--- src/rtl/sprite_pkg.sv ---
// Shared definitions for the sprite display path.
// Holds field offsets and packed views of the pattern descriptor and the
// sprite state word, plus the default address and coordinate widths.
package sprite_pkg;

    localparam int unsigned ADDR_W  = 16;
    localparam int unsigned COORD_W = 10;

    // pattern_info field offsets
    localparam int unsigned PI_BASE_MSB   = 79;
    localparam int unsigned PI_BASE_LSB   = 64;
    localparam int unsigned PI_WIDTH_MSB  = 63;
    localparam int unsigned PI_WIDTH_LSB  = 48;
    localparam int unsigned PI_HEIGHT_MSB = 47;
    localparam int unsigned PI_HEIGHT_LSB = 32;
    localparam int unsigned PI_STRIDE_MSB = 31;
    localparam int unsigned PI_STRIDE_LSB = 16;

    // sprite_info field offsets
    localparam int unsigned SI_VIS       = 31;
    localparam int unsigned SI_FLIP      = 30;
    localparam int unsigned SI_X_MSB     = 29;
    localparam int unsigned SI_X_LSB     = 20;
    localparam int unsigned SI_Y_MSB     = 19;
    localparam int unsigned SI_Y_LSB     = 10;
    localparam int unsigned SI_SHIFT_MSB = 9;
    localparam int unsigned SI_SHIFT_LSB = 0;

    typedef struct packed {
        logic [ADDR_W-1:0] base;
        logic [ADDR_W-1:0] width;
        logic [ADDR_W-1:0] height;
        logic [ADDR_W-1:0] stride;
        logic [15:0]       rsvd;
    } pattern_info_t;

    typedef struct packed {
        logic               visible;
        logic               flip;
        logic [COORD_W-1:0] x;
        logic [COORD_W-1:0] y;
        logic [COORD_W-1:0] shift;
    } sprite_info_t;

endpackage

--- src/rtl/sprite_addr_calc.sv ---
// Per-sprite pattern ROM address generator.
// For the current beam position, computes whether the beam lies inside this
// sprite and, if so, the pixel index into the pattern ROM. One cycle latency.
// Ports:
//   clk          system clock
//   reset        asynchronous active-low reset
//   pattern_info {base, width, height, stride, reserved}
//   sprite_info  {visible, flip, x, y, shift}
//   hcount       beam column
//   vcount       beam row
//   addr_output  registered pattern pixel index (0 on miss)
//   valid        registered hit flag
module sprite_addr_calc #(
    parameter int unsigned ADDR_W  = 16,
    parameter int unsigned COORD_W = 10
) (
    input  logic                 clk,
    input  logic                 reset,
    input  logic [4*ADDR_W+15:0] pattern_info,
    input  logic [31:0]          sprite_info,
    input  logic [COORD_W-1:0]   hcount,
    input  logic [COORD_W-1:0]   vcount,
    output logic [ADDR_W-1:0]    addr_output,
    output logic                 valid
);
    import sprite_pkg::*;

    // Two extra bits: one for sign, one so hcount - sx (up to 2*1023) fits.
    localparam int unsigned SW = COORD_W + 2;

    pattern_info_t pi;
    sprite_info_t  si;

    logic signed [SW-1:0] sx;
    logic signed [SW-1:0] dx;
    logic signed [SW-1:0] dy;
    logic [ADDR_W-1:0]    dx_u;
    logic [ADDR_W-1:0]    dy_u;
    logic                 dx_in;
    logic                 dy_in;
    logic                 hit;
    logic [ADDR_W-1:0]    col;
    logic [ADDR_W-1:0]    addr_d;
    logic [ADDR_W-1:0]    addr_q;
    logic                 valid_q;
    logic                 unused_rsvd;

    assign pi = pattern_info_t'(pattern_info);
    assign si = sprite_info_t'(sprite_info);
    assign unused_rsvd = ^pi.rsvd;

    always_comb begin
        sx = $signed({2'b00, si.x}) - $signed({2'b00, si.shift});
        dx = $signed({2'b00, hcount}) - sx;
        dy = $signed({2'b00, vcount}) - $signed({2'b00, si.y});

        dx_u = ADDR_W'($unsigned(dx));
        dy_u = ADDR_W'($unsigned(dy));

        // Negative offsets fail on the sign bit; zero width/height never passes '<'.
        dx_in = !dx[SW-1] && (dx_u < pi.width);
        dy_in = !dy[SW-1] && (dy_u < pi.height);
        hit   = si.visible && dx_in && dy_in;

        col = si.flip ? (pi.width - ADDR_W'(1) - dx_u) : dx_u;

        addr_d = '0;
        if (hit) begin
            addr_d = pi.base + dy_u * pi.stride + col;
        end
    end

    always_ff @(posedge clk or negedge reset) begin
        if (!reset) begin
            addr_q  <= '0;
            valid_q <= 1'b0;
        end else begin
            addr_q  <= addr_d;
            valid_q <= hit;
        end
    end

    assign addr_output = addr_q;
    assign valid       = valid_q;

endmodule

--- config.mk ---
export PLATFORM = sky130hd
export DESIGN_NAME = sprite_addr_calc
export DESIGN_NICKNAME = d
export VERILOG_FILES = /design/src/rtl/sprite_pkg.sv /design/src/rtl/sprite_addr_calc.sv
export SDC_FILE = /design/constraint.sdc
export NUM_CORES = 1
export LEC_CHECK = 0
export CORE_MARGIN = 10
export CORE_UTILIZATION = 40
export DETAILED_ROUTE_END_ITERATION = 8
export PLACE_DENSITY = 0.64
export RECOVER_POWER = 25
export SETUP_SLACK_MARGIN = 0.3
export SKIP_LAST_GASP = 1
export SYNTH_ARGS = -nofsm -noshare
export SYNTH_HDL_FRONTEND = slang
export SYNTH_SLANG_ARGS = --single-unit
--- constraint.sdc ---
create_clock -name clk -period 0.8 [get_ports clk]
set_clock_uncertainty 0.05 [all_clocks]
set_input_delay 0.16 -clock clk [delete_from_list [all_inputs] [get_ports clk]]
set_output_delay 0.16 -clock clk [all_outputs]
set_load 0.1 [all_outputs]
Word level (Yosys, flattened, before mapping)

Cells that the tools add are included.

Bits in registers: 17
Input port bits: 134
Output and inout port bits: 17
Word-level logic and storage cells: 20

Add/subtract/negate cells: 7
Multiply operators: 1
$lt $le $gt $ge: 2
Muxes and demuxes: 2
Reduce and logical (&&, ||, !) cells: 6

Operators by type and width:

| kind                                               | number |
|---|---|
| adder 16 bit                                       | 2 |
| < comparator 12 x 16 -> 1 bit                      | 2 |
| 2-to-1 mux 16 bit                                  | 2 |
| subtractor 10 x 10 -> 11 bit                       | 2 |
| multiplier 12 x 16 -> 16 bit                       | 1 |
| subtractor 16 x 1 -> 16 bit, second input constant | 1 |
| subtractor 16 x 12 -> 16 bit                       | 1 |
| subtractor 11 x 11 -> 12 bit                       | 1 |
| logical AND 1 bit                                  | 4 |
| zero test 1 bit                                    | 2 |

Logic depth before layout (Yosys ltp)

Gate-level depths: netlist of run 1.

Depth after elaboration: 7
Mapped depth: 36
Gate-level depth less buffers: 36

Worst setup path before layout of run 1

OpenSTA, ideal clock, no wires.

Path type: in2reg
Start point: input port vcount[0]
End point: register addr_q[15] (netlist: addr_output[15])
Library setup time: 127 ps
Arrival time: 6997 ps
Data required time: 623 ps
Slack: -6374 ps
Cell stages on the path: 31
Path buffers: 0
Path through: inv_1 -> ha_1 -> inv_1 -> fa_1 -> a211oi_1 -> nor2_1 -> o21ai_0 -> a21oi_1 -> a21o_1 -> a21oi_1 -> nand2_1 -> fa_1 -> inv_1 -> fa_1 -> inv_1 -> fa_1 -> inv_1 -> fa_1 -> fa_1 -> fa_1 -> xor2_1 -> xnor2_1 -> xnor2_1 -> xnor2_1 -> xnor2_1 -> xnor3_1 -> xnor2_2 -> xnor3_1 -> and3_4 -> nor3_1 -> nor3b_2

Cells in the longest elaborated chain, start to end: 5
Elaborated cells on any way between the ends: 9
Those cells by class: add/sub: 3; mul: 1; order compare: 1; mux: 1; reduce/logical: 3

RTL lines:

| element                                                  | RTL line                                       | source |
|---|---|---|
| start, declared                                          | sprite_addr_calc.sv:22                         | `input logic [COORD_W-1:0] vcount,` |
| subtractor 10 x 10 -> 11 bit (*)                         | sprite_addr_calc.sv:55                         | `dy = $signed({2'b00, vcount}) - $signed({2'b00, si.y});` |
| multiplier 12 x 16 -> 16 bit (tied with other cells)     | sprite_addr_calc.sv:69                         | `addr_d = pi.base + dy_u * pi.stride + col;` |
| adder 16 bit / logical AND 1 bit (equally long branches) | sprite_addr_calc.sv:69, sprite_addr_calc.sv:62 |  |
| adder 16 bit / logical AND 1 bit (equally long branches) | sprite_addr_calc.sv:69, sprite_addr_calc.sv:63 |  |
| 2-to-1 mux 16 bit (*)                                    | sprite_addr_calc.sv:68                         | `if (hit) begin` |
| net addr_d[15]                                           | sprite_addr_calc.sv:43                         | `logic [ADDR_W-1:0] addr_d;` |
| end signal, assigned                                     | sprite_addr_calc.sv:78                         | `addr_q <= addr_d;` |
| end, declared                                            | sprite_addr_calc.sv:44                         | `logic [ADDR_W-1:0] addr_q;` |

Mark *: on every way through the listed nets, which the timed path passes. The rest lies on a longest branch.

Final worst setup path of run 1

Start point: input port sprite_info[15]
End point: register addr_q[15] (netlist: addr_output[15])

Cells in the longest elaborated chain, start to end: 5
Elaborated cells on any way between the ends: 9
Those cells by class: add/sub: 3; mul: 1; order compare: 1; mux: 1; reduce/logical: 3

RTL lines:

| element                                                  | RTL line                                       | source |
|---|---|---|
| start, declared                                          | sprite_addr_calc.sv:20                         | `input logic [31:0] sprite_info,` |
| subtractor 10 x 10 -> 11 bit (*)                         | sprite_addr_calc.sv:55                         |  |
| multiplier 12 x 16 -> 16 bit (tied with other cells)     | sprite_addr_calc.sv:69                         |  |
| adder 16 bit / logical AND 1 bit (equally long branches) | sprite_addr_calc.sv:69, sprite_addr_calc.sv:62 |  |
| adder 16 bit / logical AND 1 bit (equally long branches) | sprite_addr_calc.sv:69, sprite_addr_calc.sv:63 |  |
| 2-to-1 mux 16 bit (*)                                    | sprite_addr_calc.sv:68                         |  |
| net addr_d[15]                                           | sprite_addr_calc.sv:43                         |  |

Marks and branches as above.

==> results of run 1 <==
## through the flow
stage          hold WS, ns  cell area (sq um)  setup TNS [ns]  util (%)  setup slack [ns]
2_1_floorplan      -0.1856               7911          -72.19         -            -5.876
3_3_place_gp        0.4574              11060          -90.59     61.15            -6.606
3_5_place_dp        0.4645              11060          -91.74     61.15            -6.819
4_1_cts             0.2127              11850          -82.91     65.53            -5.962
5_1_grt             0.3266              12140          -88.76     67.13            -6.222
6_report            0.2612              12140          -83.69     67.13            -5.896
## worst max-delay path by stage
stage	start	endpoint	slack (ns)	depth (start not counted)
final	sprite_info[15]	addr_output[15]	-5.90	27
after floorplan	sprite_info[11]	addr_output[15]	-5.88	28
after global routing	sprite_info[15]	addr_output[15]	-6.22	28
after global placement	sprite_info[11]	addr_output[15]	-6.61	30
after CTS	vcount[0]	addr_output[15]	-5.96	32
after detailed placement	sprite_info[11]	addr_output[15]	-6.82	30
## state kept, by name (all words and copies together), names as in the netlist
signal       count
valid            1
addr_output     16
## logic make-up after synthesis
group,after synthesis
muxes,4
xor gates and xnor gates,62
and+or+nand+nor,235
DFF,17
buffers and inverters,225
adders and majority gates,214
AOI/OAI and AO/OA,133
## metal layers
layer	share of wire, %	global-route usage, %	wire (um)
met5	0	0	0
met4	2.5	4.676	554
met3	5.4	3.309	1209
met2	50	33.23	11340
met1	42	22.68	9456
## synthesized netlist by cell type, types with 5 or more instances
cell type | n | share of area, %
and2_1 | 27 | 2.3
nand2_1 | 98 | 5.0
o21bai_1 | 5 | 0.51
nor2_1 | 36 | 1.8
o21ai_1 | 6 | 0.41
nor4_1 | 6 | 0.51
fa_1 | 108 | 29
nor2b_1 | 14 | 1.2
inv_1 | 206 | 10
o21a_1 | 5 | 0.51
nor3_1 | 12 | 0.81
xor2_1 | 20 | 2.4
clkbuf_1 | 15 | 0.76
a21o_1 | 17 | 1.7
ha_1 | 106 | 18
a21oi_1 | 37 | 2.5
a211oi_1 | 7 | 0.71
nand2b_1 | 21 | 1.8
xnor2_1 | 38 | 4.5
o21ai_0 | 27 | 1.8
dfrtp_1 | 17 | 5.8
## cell type report
cell class              count  area, sq um  share of cell area, %
multi-input cells         648         7061                  58.16
repair buffers            365         3423                  28.20
inverters                 206        802.0                  6.606
flip-flops and latches     17        485.5                  3.999
well taps                 229        286.5                  2.360
clock buffers               3        75.07                 0.6184
clock inverters             1        5.005                0.04122
diodes                      1        2.502                0.02061
## repair_timing
action                                  in CTS  in global routing
gates cloned                                 2                  0
resized for setup                          132                 53
buffers inserted                            27                 15
endpoints found under the setup margin      34                 34
hold buffers                                 0                  0
pin swaps                                  105                 63
==> results.toml, run 1 <==
[outcome]
outcome = "complete, but fails checks"
violations = "setup timing"

[clocking]
cts_buffer_depth = 2
clock_sinks = 17
numCtsBuffers = 3
cts_root_buffer = "clkbuf_16"
cts_max_level = 1
cts_tree = "yes"
clk_transition_reported_paths_ns = 0.05

[yosys]
synth_xor_area_share_pct = 7.927
synthCells = 890
fraction_of_the_yosys_area_taken_by_sequential_cells_pct = 5.759
postSynthAreaPerCell_sq_um = 8.300
synth_seq_cells = 17
synth_adder_area_share_pct = 47.22
synthDistinctLibCells = 58
ys_async_sr_fraction_pct = 100.0
synth.mux.area_fraction_pct = 0.5420
synth-simple-area-share_pct = 15.50
warning_count_from_the_yosys_run = 0
synth_top_family_by_area = "adder cells"
synth_area_sq_um = 7387
fraction_of_the_mapped_netlist_area_in_compound_gates_pct = 11.40
most_instantiated_flip_flop_cell_in_the_synthesis_netlist = "dfrtp_1"
post_synth_edffs = 0
syn-num-nets = 1238

[drt]
drt_drc_violations_left = 0
drt-initial-drc-count = 254
avgRoutedWirePerCell_um = 15.35
route.vias.total = 7056
detailed_routing_iterations_pass_1 = 4
routed_wl_um = 22570
post_drt_via_cell_ratio = 4.800
antenna_violating_nets_post_route = 0

[critical_path]
critPathCaptureType = "flop"
critical-path-max-stage-delay_ns = 0.52
path_class = "input port to flop"
cp_num_buf_inv = 4
cp_data_required_time_ns = 0.92
critPathMostFrequentCell = "fa_1"
critPathMaxFanout = 3
worst_setup_path_start_kind = "input port"
cpLargestDelayFamily = "adder cells"
critical-path-slowest-cell = "fa_1"
critPathArrivalTime_ns = 6.82

[grt]
grt_use_total_pct = 18.64
first_pass_grt_wire_length_um = 37450
number_of_antenna_violations_at_the_first_check_in_global_routing = 1
globalRoute.totalOverflow = 0
largest_net_degree_at_the_start_of_global_routing = 18
grt_pass1_vias = 7746

[finish]
fraction_of_layout_instances_using_a_drive_strength_above_1_pct = 37.10
final_net_count = 1589
final.fill_count = 1375
layout_common_cells = "buf_4 (198), inv_1 (174), clkdlybuf4s50_1 (103)"
layout.cells.most_common = "buf_4"
finish.cell_count_without_fillers = 1470
synthToLayoutAreaGrowth_pct = 64.35

[die]
fp.dieArea_sq_um = 24300
start_util_pct = 40.84
floorplan.core_area_sq_um = 18090
floorplan.die.height_um = 155.9
die_w_um = 155.9
io-pin-count = 151
core.rowCount = 49

[placed_design]
numPlacedInstances = 1421
hpwlAfterDp_um = 19100
port_buffers = 134
place.gp.congestion = 0.8712

[hold_path]
classification_of_the_worst_slack_hold_path = "input port to async pin"

[timing]
timing.final.crit_share_pct = 837.0
final-setup-viol-count = 34
max_freq_mhz = 149.3
maxSlewViolCount = 0
final_ws_setup_ns = -5.896
period_needed_ns = 6.696
timing_worst_slew_pin_value_ns = 0.4109
final_hold_viol_count = 0
unrepaired_setup_endpoints_after_global_routing = "yes"
worst_slew_margin_rel_pct = 72.61

[run]
maxCapViolations = 0
Power of run 1 is left out: the tool's default activity adds up to more than one toggle a clock period on the data nets, which glitch-free logic cannot reach.
==> inputs of run 2 (changes only) <==
--- a/config.mk
+++ b/config.mk
@@ -6,9 +6,10 @@
 export NUM_CORES = 1
 export LEC_CHECK = 0
 export CORE_MARGIN = 10
-export CORE_UTILIZATION = 40
+export CORE_UTILIZATION = 39
 export DETAILED_ROUTE_END_ITERATION = 8
-export PLACE_DENSITY = 0.64
+export MAX_ROUTING_LAYER = met4
+export PLACE_DENSITY = 0.62
 export RECOVER_POWER = 25
 export SETUP_SLACK_MARGIN = 0.3
 export SKIP_LAST_GASP = 1
==> run 2 against run 1 <==
Against the previous run:
- the run still ends with setup timing left
- via count down 0.58%
- sequential share of layout area about the same
- maximum frequency down 1.9%
- sequential cell count unchanged
- critical endpoint unchanged
==> results.toml, run 2 (synthesis gave the netlist of run 1 again) <==
[drt]
avgRoutedWirePerCell_um = 14.88
drt-initial-drc-count = 207
antenna_violating_nets_post_route = 0
routed_wl_um = 21920
drt_drc_violations_left = 0
post_drt_via_cell_ratio = 4.762
route.vias.total = 7015
detailed_routing_iterations_pass_1 = 4

[die]
floorplan.core_area_sq_um = 18640
start_util_pct = 39.62
io-pin-count = 151
floorplan.die.height_um = 157.6
fp.dieArea_sq_um = 24850
die_w_um = 157.6
core.rowCount = 50

[critical_path]
critPathMostFrequentCell = "fa_1"
critPathArrivalTime_ns = 6.95
path_class = "input port to flop"
critPathMaxFanout = 4
critPathCaptureType = "flop"
critical-path-max-stage-delay_ns = 0.51
critical-path-slowest-cell = "or4_1"
critical_path.startpoint = "sprite_info[16]"
critPathCapture = "addr_output[15]"
cp_data_required_time_ns = 0.92
worst_setup_path_start_kind = "input port"

[grt]
globalRoute.totalOverflow = 0
grt_pass1_vias = 7614
number_of_antenna_violations_at_the_first_check_in_global_routing = 2
first_pass_grt_wire_length_um = 36650
largest_net_degree_at_the_start_of_global_routing = 18
grt_use_total_pct = 18.48

[finish]
largest_reg_flops = 16
fraction_of_layout_instances_using_a_drive_strength_above_1_pct = 37.11
layout.cells.most_common = "buf_4"
finish.cell_count_without_fillers = 1473
final_net_count = 1586
layout_common_cells = "buf_4 (187), inv_1 (172), clkdlybuf4s50_1 (101)"
synthToLayoutAreaGrowth_pct = 64.43

[outcome]
violations = "setup timing"
outcome = "complete, but fails checks"

[clocking]
cts_max_level = 1
clock_sinks = 17
clk_transition_reported_paths_ns = 0.05
numCtsBuffers = 3
cts_root_buffer = "clkbuf_16"
cts_buffer_depth = 2
hold_buffers = 0
cts_tree = "yes"

[timing]
max_freq_mhz = 146.5
final-setup-viol-count = 34
worst_slew_margin_rel_pct = 68.29
timing_worst_slew_pin_value_ns = 0.4722
maxSlewViolCount = 0
period_needed_ns = 6.827
timing.final.crit_share_pct = 853.4
unrepaired_setup_endpoints_after_global_routing = "yes"
worst_hold_slack_ns = 0.2423
final_hold_viol_count = 0
tns_ns = -87.69
final_ws_setup_ns = -6.027

[placed_design]
place.gp.congestion = 0.8946
numPlacedInstances = 1425
port_buffers = 134
hpwlAfterDp_um = 18830

[hold_path]
classification_of_the_worst_slack_hold_path = "input port to async pin"

[run]
maxCapViolations = 0
==> run 2: cell count changes in the layout (fill, tap and decap cells not counted), moves of 3 or more <==
cell and delta:
buf_4 -11, inv_4 +3, fa_1 -4, o21ai_1 +3, o21ai_2 -5, fa_2 +4
buf_6 +10
==> run 2: through the flow <==
stage / setup slack, ns / area (sq um) / utilization (%)
after floorplan: -5.876 / 7911 / -
after global placement: -6.671 / 11060 / 59.32
after detailed placement: -6.841 / 11060 / 59.32
after CTS: -6.032 / 11870 / 63.64
after global routing: -6.310 / 12150 / 65.15
final: -6.027 / 12150 / 65.15
==> run 2: worst max-delay path: cells and delay by family <==
kind	cells	cell delay, ns
XOR/XNOR	8	1.59
adder cells (fa/ha/maj)	7	2.84
AND/OR/NAND/NOR	6	1.45
AO/OA/AOI/OAI	3	0.27
buffers and inverters	4	0.62
==> run 2: cell type report <==
cell class                 instances  area [sq um]
fill                            1515          6496
inverter                         206         809.5
timing repair buffer             362          3438
clock buffer                       3         75.07
antenna                            2         5.005
clock inverter                     1         5.005
multi-input combinational        648          7036
tap                              234         292.8
sequential                        17         485.5
==> run 2: what timing repair did <==
item                       4_1_cts  5_1_grt
cloned                           2        0
pin swaps                       90       77
resized for setup              152       52
setup endpoints to repair       34       34
buffers inserted                25       15
==> run 2: layer usage <==
layer	global-route usage [%]	vias to the layer above	part of all wire, %
met3	2.388	21	4.7
li1	-	3480	-
met1	22.71	3365	44
met4	3.072	0	1.8
met5	-	-	0
met2	32.25	149	49
==> run 2: worst min path at each step <==
stage               start              end  slack [ns]  cells past startpoint
finish              reset   addr_output[3]        0.24                      2
global route        reset   addr_output[7]        0.30                      2
CTS                 reset   addr_output[7]        0.20                      2
detailed placement  reset   addr_output[3]        0.46                      2
global placement    reset   addr_output[3]        0.46                      2
floorplan           reset  addr_output[15]       -0.19                      0
Power of run 2 is left out for the same reason.
==> inputs of run 3 (changes only) <==
--- a/config.mk
+++ b/config.mk
@@ -6,10 +6,11 @@
 export NUM_CORES = 1
 export LEC_CHECK = 0
 export CORE_MARGIN = 10
-export CORE_UTILIZATION = 39
+export CORE_UTILIZATION = 54
 export DETAILED_ROUTE_END_ITERATION = 8
+export GPL_TIMING_DRIVEN = 0
 export MAX_ROUTING_LAYER = met4
-export PLACE_DENSITY = 0.62
+export PLACE_DENSITY = 0.82
 export RECOVER_POWER = 25
 export SETUP_SLACK_MARGIN = 0.3
 export SKIP_LAST_GASP = 1
==> run 3 against run 2 <==
Against the previous run:
- the flow finishes with violations (hold timing, setup timing)
- first-iteration DRC count grew to 2.6 times the previous value
- non-clock buffer count shrank 144
- design area shrank 9.5%
- global-route usage grew 4.8 points
- die area shrank 25%
- via count grew 2.0%
- cell count shrank 14%
- critical path type unchanged
- critical endpoint unchanged
==> results.toml, run 3 (synthesis gave the netlist of run 1 again) <==
[critical_path]
path_class = "input port to flop"
critical-path-slowest-cell = "fa_1"
critPathCaptureType = "flop"
cp_data_required_time_ns = 0.91
critical-path-max-stage-delay_ns = 0.60
worst_setup_path_start_kind = "input port"
critPathArrivalTime_ns = 7.22
critPathMaxFanout = 5

[grt]
globalRoute.busiestLayer = "met2"
globalRoute.totalOverflow = 0
met2_usage_pct = 40.67
grtUsageMet1_pct = 27.98
first_pass_grt_wire_length_um = 34760
largest_net_degree_at_the_start_of_global_routing = 18
grt_use_total_pct = 23.33
global_route.usage.met3_pct = 2.493
number_of_antenna_violations_at_the_first_check_in_global_routing = 0
grt_pass1_vias = 7186

[drt]
route.vias.total = 7155
routed_wl_um = 24780
post_drt_via_cell_ratio = 5.638
avgRoutedWirePerCell_um = 19.53
drt_drc_violations_left = 0
drt-initial-drc-count = 542
antenna_violating_nets_post_route = 0
detailed_routing_iterations_pass_1 = 5

[finish]
layout_common_cells = "inv_1 (175), fa_1 (97), clkdlybuf4s50_1 (96)"
antenna_cells = 0
fraction_of_layout_instances_using_a_drive_strength_above_1_pct = 27.81
layout.cells.most_common = "inv_1"
final_net_count = 1442
synthToLayoutAreaGrowth_pct = 48.81
largest_reg_flops = 16

[timing]
timing_worst_slew_pin_value_ns = 0.8698
unrepaired_setup_endpoints_after_global_routing = "yes"
maxSlewViolCount = 0
final_ws_setup_ns = -6.308
final_hold_viol_count = 17
final-setup-viol-count = 34
timing.final.crit_share_pct = 888.5
max_freq_mhz = 140.7
period_needed_ns = 7.108
tns_ns = -85.23
worst_slew_margin_rel_pct = 42.01
worst_hold_slack_ns = -0.04224

[placed_design]
port_buffers = 131
hpwlAfterDp_um = 16550
place.gp.congestion = 0.8983

[die]
io-pin-count = 151
start_util_pct = 55.34
fp.dieArea_sq_um = 18760
die_w_um = 137.0
floorplan.core_area_sq_um = 13350
core.rowCount = 42
floorplan.die.height_um = 137.0

[outcome]
violations = "hold timing, setup timing"
outcome = "complete, but fails checks"

[clocking]
cts_max_level = 1
clk_transition_reported_paths_ns = 0.05
cts_buffer_depth = 2
numCtsBuffers = 3
cts_root_buffer = "clkbuf_16"
cts_tree = "yes"
clock_sinks = 17

[hold_path]
classification_of_the_worst_slack_hold_path = "input port to async pin"

[run]
maxCapViolations = 0
-- run 3: changes by cell type in the layout (fill, tap and decap cells not counted), moves of 6 or more --
cell,previous run,this run
buf_6,36,21
a21oi_2,16,8
buf_4,187,44
clkbuf_2,1,7
ha_4,24,30
clkbuf_1,0,10
-- run 3: timing repair --
| action | 4_1_cts | 5_1_grt |
|---|---|---|
| setup buffers | 39 | 27 |
| resized for setup | 261 | 93 |
| setup endpoints to repair | 51 | 34 |
| cloned | 1 | 1 |
| hold endpoints to repair | 17 | 17 |
| pin swaps | 72 | 78 |
-- run 3: layout make-up --
class,instances,area [sq um]
buffer,19,137.6
clock buffer,3,75.07
clock inverter,1,5.005
fill,721,2355
inverter,206,802.0
multi-input combinational,648,7173
sequential,17,485.5
tap,176,220.2
timing repair buffer,199,2095
-- run 3: worst max-delay path, delay by kind of cell --
| kind | cells | cell delay [ns] |
|---|---|---|
| AOI/OAI and AO/OA | 6 | 1.10 |
| xor gates and xnor gates | 8 | 1.61 |
| adders and majority gates | 8 | 3.38 |
| buffers and inverters | 6 | 0.35 |
| and+or+nand+nor | 4 | 0.59 |
-- run 3: how the worst max path moves through the flow --
stage                                from         endpoint
after CTS                 sprite_info[15]  addr_output[15]
after floorplan           sprite_info[11]  addr_output[15]
after global routing            vcount[0]  addr_output[15]
after detailed placement  sprite_info[11]  addr_output[15]
after global placement     sprite_info[1]  addr_output[15]
final                           vcount[0]  addr_output[15]
-- run 3: metrics by stage --
| stage | worst slack [ns] | utilization, % | std cells | hold slack, ns | cell area (sq um) |
|---|---|---|---|---|---|
| 6_report | -6.308 | 82.36 | 1269 | -0.04224 | 10990 |
| 5_1_grt | -6.535 | 82.36 | 1269 | 0.04096 | 10990 |
| 4_1_cts | -6.242 | 77.94 | 1241 | -0.1072 | 10400 |
| 3_5_place_dp | -7.138 | 70.74 | 1197 | 0.5732 | 9443 |
| 3_3_place_gp | -7.111 | 70.74 | 1197 | 0.5540 | 9443 |
| 2_1_floorplan | -5.876 | - | 890 | -0.1856 | 7911 |
-- run 3: per-layer routing --
metal	vias up	share of wire, %	routed length [um]
li1	3196	-	-
met1	3460	38	9456
met2	386	50	12480
met3	113	7.0	1744
met4	0	4.4	1096
met5	-	0	0
Power of run 3 is left out for the same reason.
